[config.mk]
export PLATFORM = sky130hd
export DESIGN_NAME = vend_sequencer
export DESIGN_NICKNAME = d
export VERILOG_FILES = /design/src/rtl/vend_sequencer.sv
export SDC_FILE = /design/constraint.sdc
export NUM_CORES = 1
export LEC_CHECK = 0
export ABC_AREA = 1
export CORE_UTILIZATION = 53
export DETAILED_ROUTE_END_ITERATION = 8
export HOLD_SLACK_MARGIN = 0.1
export PLACE_DENSITY = 0.79
export SLEW_MARGIN = 20
export SYNTH_ARGS = -nofsm -noshare
export SYNTH_HDL_FRONTEND = slang
export SYNTH_SLANG_ARGS = --single-unit
export TNS_END_PERCENT = 10
[constraint.sdc]
create_clock -name clk -period 2.35 [get_ports clk]
set_input_delay 0.47 -clock clk [delete_from_list [all_inputs] [get_ports clk]]
set_output_delay 0.47 -clock clk [all_outputs]
set_load 0.05 [all_outputs]
[src/rtl/vend_sequencer.sv]
// Vending transaction sequencer: credit accumulation, request arbitration, per-item stock, metered change.
// All strobes are registered one cycle after their cause; coins outside an accepted IDLE insertion are rejected.
module vend_sequencer #(
   parameter int PRICE_COLA   = 5,
   parameter int PRICE_OOLONG = 4,
   parameter int PRICE_TEA    = 3,
   parameter int CREDIT_MAX   = 20,
   parameter int STOCK_MAX    = 9,
   parameter int CHANGE_GAP   = 4
) (
   input  logic       clk,
   input  logic       rst,
   input  logic       wu_jiao,
   input  logic       yi_yuan,
   input  logic       coca_cola,
   input  logic       oolong,
   input  logic       redtea,
   input  logic       coin_out,
   input  logic       fill_up,
   output logic [4:0] credit,
   output logic       vend_valid,
   output logic [1:0] vend_item,
   output logic       change_pulse,
   output logic       coin_reject,
   output logic       err_soldout,
   output logic       err_funds,
   output logic       busy,
   output logic [3:0] stock_cola,
   output logic [3:0] stock_oolong,
   output logic [3:0] stock_redtea
);

   localparam int GW = $clog2(CHANGE_GAP);
   localparam logic [GW-1:0] GAP_RELOAD = GW'(CHANGE_GAP - 1);
   localparam logic [5:0]    CMAX       = 6'(CREDIT_MAX);
   localparam logic [3:0]    SMAX       = 4'(STOCK_MAX);

   typedef enum logic [1:0] {IDLE, VEND, CHANGE} state_t;

   state_t        state, state_nx;
   logic [4:0]    credit_nx;
   logic [3:0]    stock_cola_nx, stock_oolong_nx, stock_redtea_nx;
   logic [GW-1:0] gap_cnt, gap_nx;
   logic          vend_valid_nx, change_nx, reject_nx, soldout_nx, funds_nx;
   logic [1:0]    vend_item_nx;

   logic [1:0] coin_val;
   logic       coin_any, sel_any;
   logic [1:0] sel_item;
   logic [4:0] sel_price;
   logic [3:0] sel_stock;
   logic [5:0] coin_sum;

   // Coin value in half-yuan units falls straight out of the pulse pair.
   assign coin_val = {yi_yuan, wu_jiao};
   assign coin_any = |coin_val;
   assign sel_any  = coca_cola | oolong | redtea;
   assign coin_sum = {1'b0, credit} + {4'b0, coin_val};
   assign busy     = (state != IDLE);

   always_comb begin
      sel_item  = 2'd3;
      sel_price = 5'(PRICE_TEA);
      sel_stock = stock_redtea;
      if (coca_cola) begin
         sel_item  = 2'd1;
         sel_price = 5'(PRICE_COLA);
         sel_stock = stock_cola;
      end else if (oolong) begin
         sel_item  = 2'd2;
         sel_price = 5'(PRICE_OOLONG);
         sel_stock = stock_oolong;
      end
   end

   always_comb begin
      state_nx        = state;
      credit_nx       = credit;
      stock_cola_nx   = stock_cola;
      stock_oolong_nx = stock_oolong;
      stock_redtea_nx = stock_redtea;
      gap_nx          = gap_cnt;
      vend_valid_nx   = 1'b0;
      vend_item_nx    = 2'd0;
      change_nx       = 1'b0;
      reject_nx       = 1'b0;
      soldout_nx      = 1'b0;
      funds_nx        = 1'b0;
      unique case (state)
         IDLE: begin
            if (fill_up) begin
               stock_cola_nx   = SMAX;
               stock_oolong_nx = SMAX;
               stock_redtea_nx = SMAX;
               reject_nx       = coin_any;
            end else if (coin_out) begin
               reject_nx = coin_any;
               if (credit != 5'd0) begin
                  state_nx = CHANGE;
                  gap_nx   = '0;
               end
            end else if (sel_any) begin
               reject_nx = coin_any;
               if (sel_stock == 4'd0) begin
                  soldout_nx = 1'b1;
               end else if (credit < sel_price) begin
                  funds_nx = 1'b1;
               end else begin
                  credit_nx     = credit - sel_price;
                  state_nx      = VEND;
                  vend_valid_nx = 1'b1;
                  vend_item_nx  = sel_item;
                  unique case (sel_item)
                     2'd1:    stock_cola_nx   = stock_cola - 4'd1;
                     2'd2:    stock_oolong_nx = stock_oolong - 4'd1;
                     default: stock_redtea_nx = stock_redtea - 4'd1;
                  endcase
               end
            end else if (coin_any) begin
               if (coin_sum > CMAX) reject_nx = 1'b1;
               else                 credit_nx = coin_sum[4:0];
            end
         end
         VEND: begin
            reject_nx = coin_any;
            gap_nx    = '0;
            state_nx  = (credit != 5'd0) ? CHANGE : IDLE;
         end
         CHANGE: begin
            reject_nx = coin_any;
            if (credit == 5'd0) begin
               state_nx = IDLE;
            end else if (gap_cnt == '0) begin
               change_nx = 1'b1;
               credit_nx = credit - 5'd1;
               gap_nx    = GAP_RELOAD;
               if (credit == 5'd1) state_nx = IDLE;
            end else begin
               gap_nx = gap_cnt - 1'b1;
            end
         end
         default: state_nx = IDLE;
      endcase
   end

   always_ff @(posedge clk) begin
      if (rst) begin
         state        <= IDLE;
         credit       <= 5'd0;
         stock_cola   <= SMAX;
         stock_oolong <= SMAX;
         stock_redtea <= SMAX;
         gap_cnt      <= '0;
         vend_valid   <= 1'b0;
         vend_item    <= 2'd0;
         change_pulse <= 1'b0;
         coin_reject  <= 1'b0;
         err_soldout  <= 1'b0;
         err_funds    <= 1'b0;
      end else begin
         state        <= state_nx;
         credit       <= credit_nx;
         stock_cola   <= stock_cola_nx;
         stock_oolong <= stock_oolong_nx;
         stock_redtea <= stock_redtea_nx;
         gap_cnt      <= gap_nx;
         vend_valid   <= vend_valid_nx;
         vend_item    <= vend_item_nx;
         change_pulse <= change_nx;
         coin_reject  <= reject_nx;
         err_soldout  <= soldout_nx;
         err_funds    <= funds_nx;
      end
   end

endmodule
==> results.txt, run 1 <==
Yosys Warn Count: 0
Critical Path Sink: credit[0]
Worst r2r dst: credit[0]
FF-to-FF path depth: 13
Initial Util: 55.4%
Synth top area cells: dfxtp_1 (28%), nand2_1 (11%), ha_1 (9.9%)
DR vias/cell: 5.15
Worst Setup SP: yi_yuan
Antenna Diode Count: 0
Status: completed
XOR/XNOR share of the synthesized area: 3.02%
WP data arrival: 2.45 ns
#FFs+latches synth: 28
Post-synthesis simple-gate area fraction: 34.6%
ANT nets after route: 0
Fill cell count: 310
CTS Root Cell: clkbuf_8
First-pass DRT Iterations: 4
Site row count: 22
Average cell area after synthesis: 6.83 µm²
EDFF count, synth: 0
Max Cap Viol: 0
Num CTS Buffers: 3
Cells after Synth: 297
Sequential fraction of the synthesis area: 27.6%
Complex-gate fraction of the synthesized area: 12.2%
Static leakage: 1.31 nW
I/O Buffers: 33
I/O pin count: 34
Placer congestion estimate: 0.906
Worst setup margin: 0.120 ns
Netlist cell types: 37
Synth top area share: 27.6%
Post-synth ARST share: 0%
Max-slew violations: 0
CTS Sinks: 28
Vias post-DR: 2071
Leading area contributor after synthesis: dfxtp_1
RSZ-0062 raised after global routing: no
Fraction of layout cells with a size suffix above 1: 18.4%
Placeable Area: 0.00366 mm²
Crit end category: register
Number of global-route vias before repair: 1881
Total track usage: 24.9%
Type of the worst min-delay path: register to register
Final Cell Area: 0.00266 mm²
Post-DP Area: 0.00254 mm²
CTS Buffer Depth: 2
Relative slew slack: 65.9%
WHS: 0.477 ns
First-pass GRT wire length: 8050 µm
Main combinational cell family by area after synthesis: simple AND/OR/NAND/NOR gates
Final Setup Violations: 0
Reg2reg start: credit[0]
Worst slack, placed: -0.303 ns
Clk pin slew, worst setup/hold paths: 0.10 ns
WL/cell: 12.1 µm
Required time worst endpoint: 2.57 ns
H-tree levels: 1
Clk_skew: 0.00210 ns
Slew @ Worst Pin: 0.510 ns
Dominant synthesized flop cell: dfxtp_1
Clock latency on the worst-skew pair: 0.27 ns
Final hold violations: 0
Area grow syn2layout: 31.0%
CTS tree: built
Worst vdd ir: 0.746 mV
Crit start category: primary input
DRC violations left: 0
Synth top cells by count: nand2_1 (57), inv_1 (36), nor2_1 (36)
Final min period: 2.23 ns
Mux contribution to synthesized area: 0%
Top-count cell post-synth: nand2_1
Die width: 63.9 µm
Crit path kind: primary input to register
Cell area after synthesis: 0.00203 mm²
Largest net degree at the start of global routing: 16
Die area: 0.00408 mm²
Initial antenna violation count: 0
Die height: 63.9 µm
Detailed Route Iter0 Violations: 140
Period utilization: 94.9%
Crit path max fanout: 5
HPWL after detailed placement: 3660 µm
Mapped Nets: 324
Synth Area in Adders: 11.8%
R2r setup slk: 0.25 ns
Final wirelength: 4850 µm
PwrDens: 996 mW/mm²
GRT overflow: 0
Fin nets: 382
Fmax achieved: 448 MHz
flip-flops by register name, indices dropped and copies added (netlist names):
signal,flops
err_soldout,1
gap_cnt,2
err_funds,1
stock_cola,4
stock_redtea,4
coin_reject,1
state,2
credit,5
vend_valid,1
vend_item,2
stock_oolong,4
change_pulse,1
where the power goes:
part / leakage (nW) / switching [mW] / total [mW] / internal, mW
Sequential: 0.229 / 0.0870 / 0.662 / 0.575
Clock: 0.0288 / 0.155 / 0.305 / 0.150
Combinational: 1.05 / 1.06 / 1.68 / 0.621
Total: 1.31 / 1.30 / 2.64 / 1.35
worst max-delay path, cell delays in order:
cell	delay (ns)
clkdlybuf4s50_1	0.48
inv_1	0.07
fa_2	0.56
inv_1	0.06
o211ai_1	0.17
nand2_1	0.08
nand2_2	0.10
nand3_4	0.10
nand2_4	0.11
nand2_2	0.06
nand2_1	0.07
nand2_1	0.05
nor2_1	0.08
metal layers:
layer | up-vias | GRT usage (%) | routed length (µm)
met1 | 949 | 33.1 | 2330
met5 | - | 0 | 0
li1 | 1067 | - | -
met4 | 0 | 5.97 | 28
met2 | 51 | 41.8 | 2230
met3 | 4 | 3.93 | 255
how the worst min path moves through the flow:
stage	from	slack (ns)	cells after the start	end
after floorplan	gap_cnt[1]	0.44	2	gap_cnt[1]
after global placement	gap_cnt[1]	0.45	2	gap_cnt[1]
after detailed placement	stock_oolong[3]	0.47	2	stock_oolong[3]
after CTS	stock_oolong[3]	0.48	2	stock_oolong[3]
after global routing	gap_cnt[1]	0.51	2	gap_cnt[1]
final	stock_oolong[3]	0.48	2	stock_oolong[3]
cells by family (layout without fill, tap and decap cells):
group	count (synthesis)	in the layout
AO/OA/AOI/OAI	42	42
XOR/XNOR	7	7
adder cells (fa/ha/maj)	18	18
buffers and inverters	52	108
flip-flops	28	28
AND/OR/NAND/NOR	150	151
final cells by class:
cell class | instances | area, µm² | share of cell area [%]
timing repair buffer | 58 | 523 | 19.7
clock buffer | 4 | 55.1 | 2.07
sequential | 28 | 561 | 21.1
inverter | 46 | 173 | 6.50
multi-input combinational | 218 | 1280 | 48.4
tap | 48 | 60.1 | 2.26
per-stage QoR:
| stage | cells | util [%] | power, mW | setup TNS (ns) |
|---|---|---|---|---|
| after floorplan | 297 | - | 1.85 | 0 |
| after CTS | 399 | 71.0 | 2.62 | -0.00215 |
| after detailed placement | 395 | 69.5 | 2.31 | -4.31 |
| after global placement | 395 | 69.5 | 2.29 | -3.46 |
| after global routing | 402 | 72.6 | 2.84 | 0 |
| final | 402 | 72.6 | 2.64 | 0 |
what timing repair did:
item                                    CTS  global route
endpoints found under the setup margin    2            16
pin swaps                                 0             5
gates resized for setup                   1            10
buffers inserted                          0             2
hold buffers                              0             0
cloned                                    0             1
cell usage in the layout (no fill, tap or decap), drive strengths merged:
master	instances
clkbuf	4
fa	2
inv	43
nand2	67
a211oi	1
nand3	30
o21bai	2
ha	16
a21oi	18
o22ai	1
or2	2
and2	1
nor3b	1
nand4	4
dfxtp	28
o21ai	17
xnor2	3
a31oi	1
nor3	2
dlymetal6s2s	3
buf	26
clkdlybuf4s50	29
o211ai	2
clkinv	3
nor2	43
nor4	1
xor2	4
Power figures use the tool's default switching activity.
==> inputs of run 2 (changes only) <==
Settings changed: GPL_ROUTABILITY_DRIVEN set to 0.
==> run 2 against run 1 <==
Compared with the run above: wire length grew 1.6%; clock power shrank 1%; clock skew is essentially flat; core utilization grew 0.10 points; final area grew 0.14%.
==> results.txt, run 2 (same netlist as run 1, synthesis figures left out) <==
Area taken by multi-input logic gates: 0.00128 mm²
Detailed Route Iter0 Violations: 108
Initial Util: 55.4%
CTS Buffer Depth: 2
Max Cap Viol: 0
Hold Buf Count CTS: 0
Type of the worst min-delay path: register to register
Worst r2r dst: credit[0]
Area grow syn2layout: 31.2%
GRT overflow: 0
FF-to-FF path depth: 13
Status: completed
First-pass GRT wire length: 8240 µm
Max-slew violations: 0
Fill cell count: 286
Setup TNS: 0 ns
Final wirelength: 4930 µm
Tot Pwr: 2.66 mW
Static leakage: 1.30 nW
PwrDens: 998 mW/mm²
Total track usage: 25.6%
Clk_skew: 0.00210 ns
Number of global-route vias before repair: 1889
ANT nets after route: 0
First-pass DRT Iterations: 4
Crit start category: primary input
RSZ-0062 raised after global routing: no
Final min period: 2.23 ns
Critical Path Sink: credit[0]
Fin nets: 383
Clock Power Share: 11.3%
Initial antenna violation count: 0
Final hold violations: 0
Crit-path cells: clkdlybuf4s50_1 > inv_1 > fa_2 > inv_1 > o211ai_1 > nand2_1 > nand2_2 > nand3_4 > nand2_4 > nand2_2 > nand2_1 > nand2_1 > nor2_1
HPWL after detailed placement: 3840 µm
Worst vdd ir: 0.653 mV
Worst Setup SP: yi_yuan
Die width: 63.9 µm
CTS tree: built
Fmax achieved: 448 MHz
Period utilization: 94.9%
CP max-delay cell: fa_2
DRC violations left: 0
Clk pin slew, worst setup/hold paths: 0.10 ns
DR vias/cell: 5.10
Max reg flops: 5
WL/cell: 12.2 µm
I/O Buffers: 33
Relative slew slack: 66.0%
Register Area: 561 µm²
P_int: 1.35 mW
Most flops, register: credit
I/O pin count: 34
Placeable Area: 0.00366 mm²
Crit end category: register
Slew @ Worst Pin: 0.509 ns
CTS Root Cell: clkbuf_8
Site row count: 22
H-tree levels: 1
WP data arrival: 2.45 ns
Reg power frac: 25.0%
Die height: 63.9 µm
Die area: 0.00408 mm²
Most frequent cells in the layout: nand2_1 (56), inv_1 (36), nor2_1 (35), clkdlybuf4s50_1 (29), dfxtp_1 (28)
Largest net degree at the start of global routing: 16
Top cell by count, worst path: nand2_1
Most common library cell in the layout ignoring fill and taps: nand2_1
Antenna Diode Count: 0
Vias post-DR: 2056
Required time worst endpoint: 2.57 ns
Crit path kind: primary input to register
Final Setup Violations: 0
Logic pwr share: 63.6%
Fraction of layout cells with a size suffix above 1: 18.6%
CTS Sinks: 28
Reg2reg start: credit[0]
Num CTS Buffers: 3
Sw Pwr: 1.30 mW
Switching portion of total power: 49.0%
Clock latency on the worst-skew pair: 0.27 ns
R2r setup slk: 0.26 ns
CP peak stage delay: 0.56 ns
Crit path max fanout: 5
[run 2: changes by cell type in the layout (fill, tap and decap cells not counted), sizes merged]
cell,delta
dlygate4sd2,+1
buf,+1
dlymetal6s2s,-1
[run 2: metal layers]
metal,track usage [%],wire (µm),vias to the layer above
li1,-,-,1065
met5,0,0,-
met4,6.53,27,0
met1,33.8,2280,940
met3,4.11,227,2
met2,43.0,2390,49
[run 2: timing repair]
item                                    4_1_cts  5_1_grt
pin swaps                                     0        3
resized for setup                             2       10
endpoints found under the setup margin        5       18
setup buffers                                 0        1
gates cloned                                  0        1
[run 2: final cells by class]
| cell class | count | area share (%) |
|---|---|---|
| clock buffer | 4 | 2.07 |
| inverter | 46 | 6.49 |
| tap | 48 | 2.26 |
| multi-input combinational | 218 | 48.3 |
| sequential | 28 | 21.1 |
| timing repair buffer | 59 | 19.8 |
[run 2: power by group through the flow]
stage / Sequential, mW / Clock [mW] / Combinational [mW]
detailed placement: 0.676 / 0 / 1.66
floorplan: 0.935 / 0 / 0.915
CTS: 0.665 / 0.304 / 1.67
finish: 0.665 / 0.301 / 1.69
global route: 0.679 / 0.326 / 1.86
global placement: 0.673 / 0 / 1.62
[run 2: per-stage QoR]
step | hold slack, ns | utilization (%) | setup WS [ns] | instance area (µm²) | instances
floorplan | 0.435 | - | 0.0373 | 2030 | 297
global placement | 0.447 | 69.9 | -0.250 | 2560 | 397
detailed placement | 0.460 | 69.9 | -0.302 | 2560 | 397
CTS | 0.475 | 71.5 | -0.000864 | 2620 | 401
global route | 0.509 | 72.7 | 0.0247 | 2660 | 403
finish | 0.469 | 72.7 | 0.120 | 2660 | 403
[run 2: how the worst min path moves through the flow]
stage	startpoint	slack, ns	endpoint	cells after the start
5_1_grt	gap_cnt[1]	0.51	gap_cnt[1]	2
6_report	gap_cnt[1]	0.47	gap_cnt[1]	2
3_5_place_dp	gap_cnt[1]	0.46	gap_cnt[1]	2
3_3_place_gp	gap_cnt[1]	0.45	gap_cnt[1]	2
2_1_floorplan	gap_cnt[1]	0.44	gap_cnt[1]	2
4_1_cts	gap_cnt[1]	0.48	gap_cnt[1]	2
[run 2: critical path: cells and delay by family]
family          cells  cell delay [ns]
buf+inv             3             0.62
fa+ha+maj           1             0.56
compound gates      1             0.16
simple gates        8             0.65
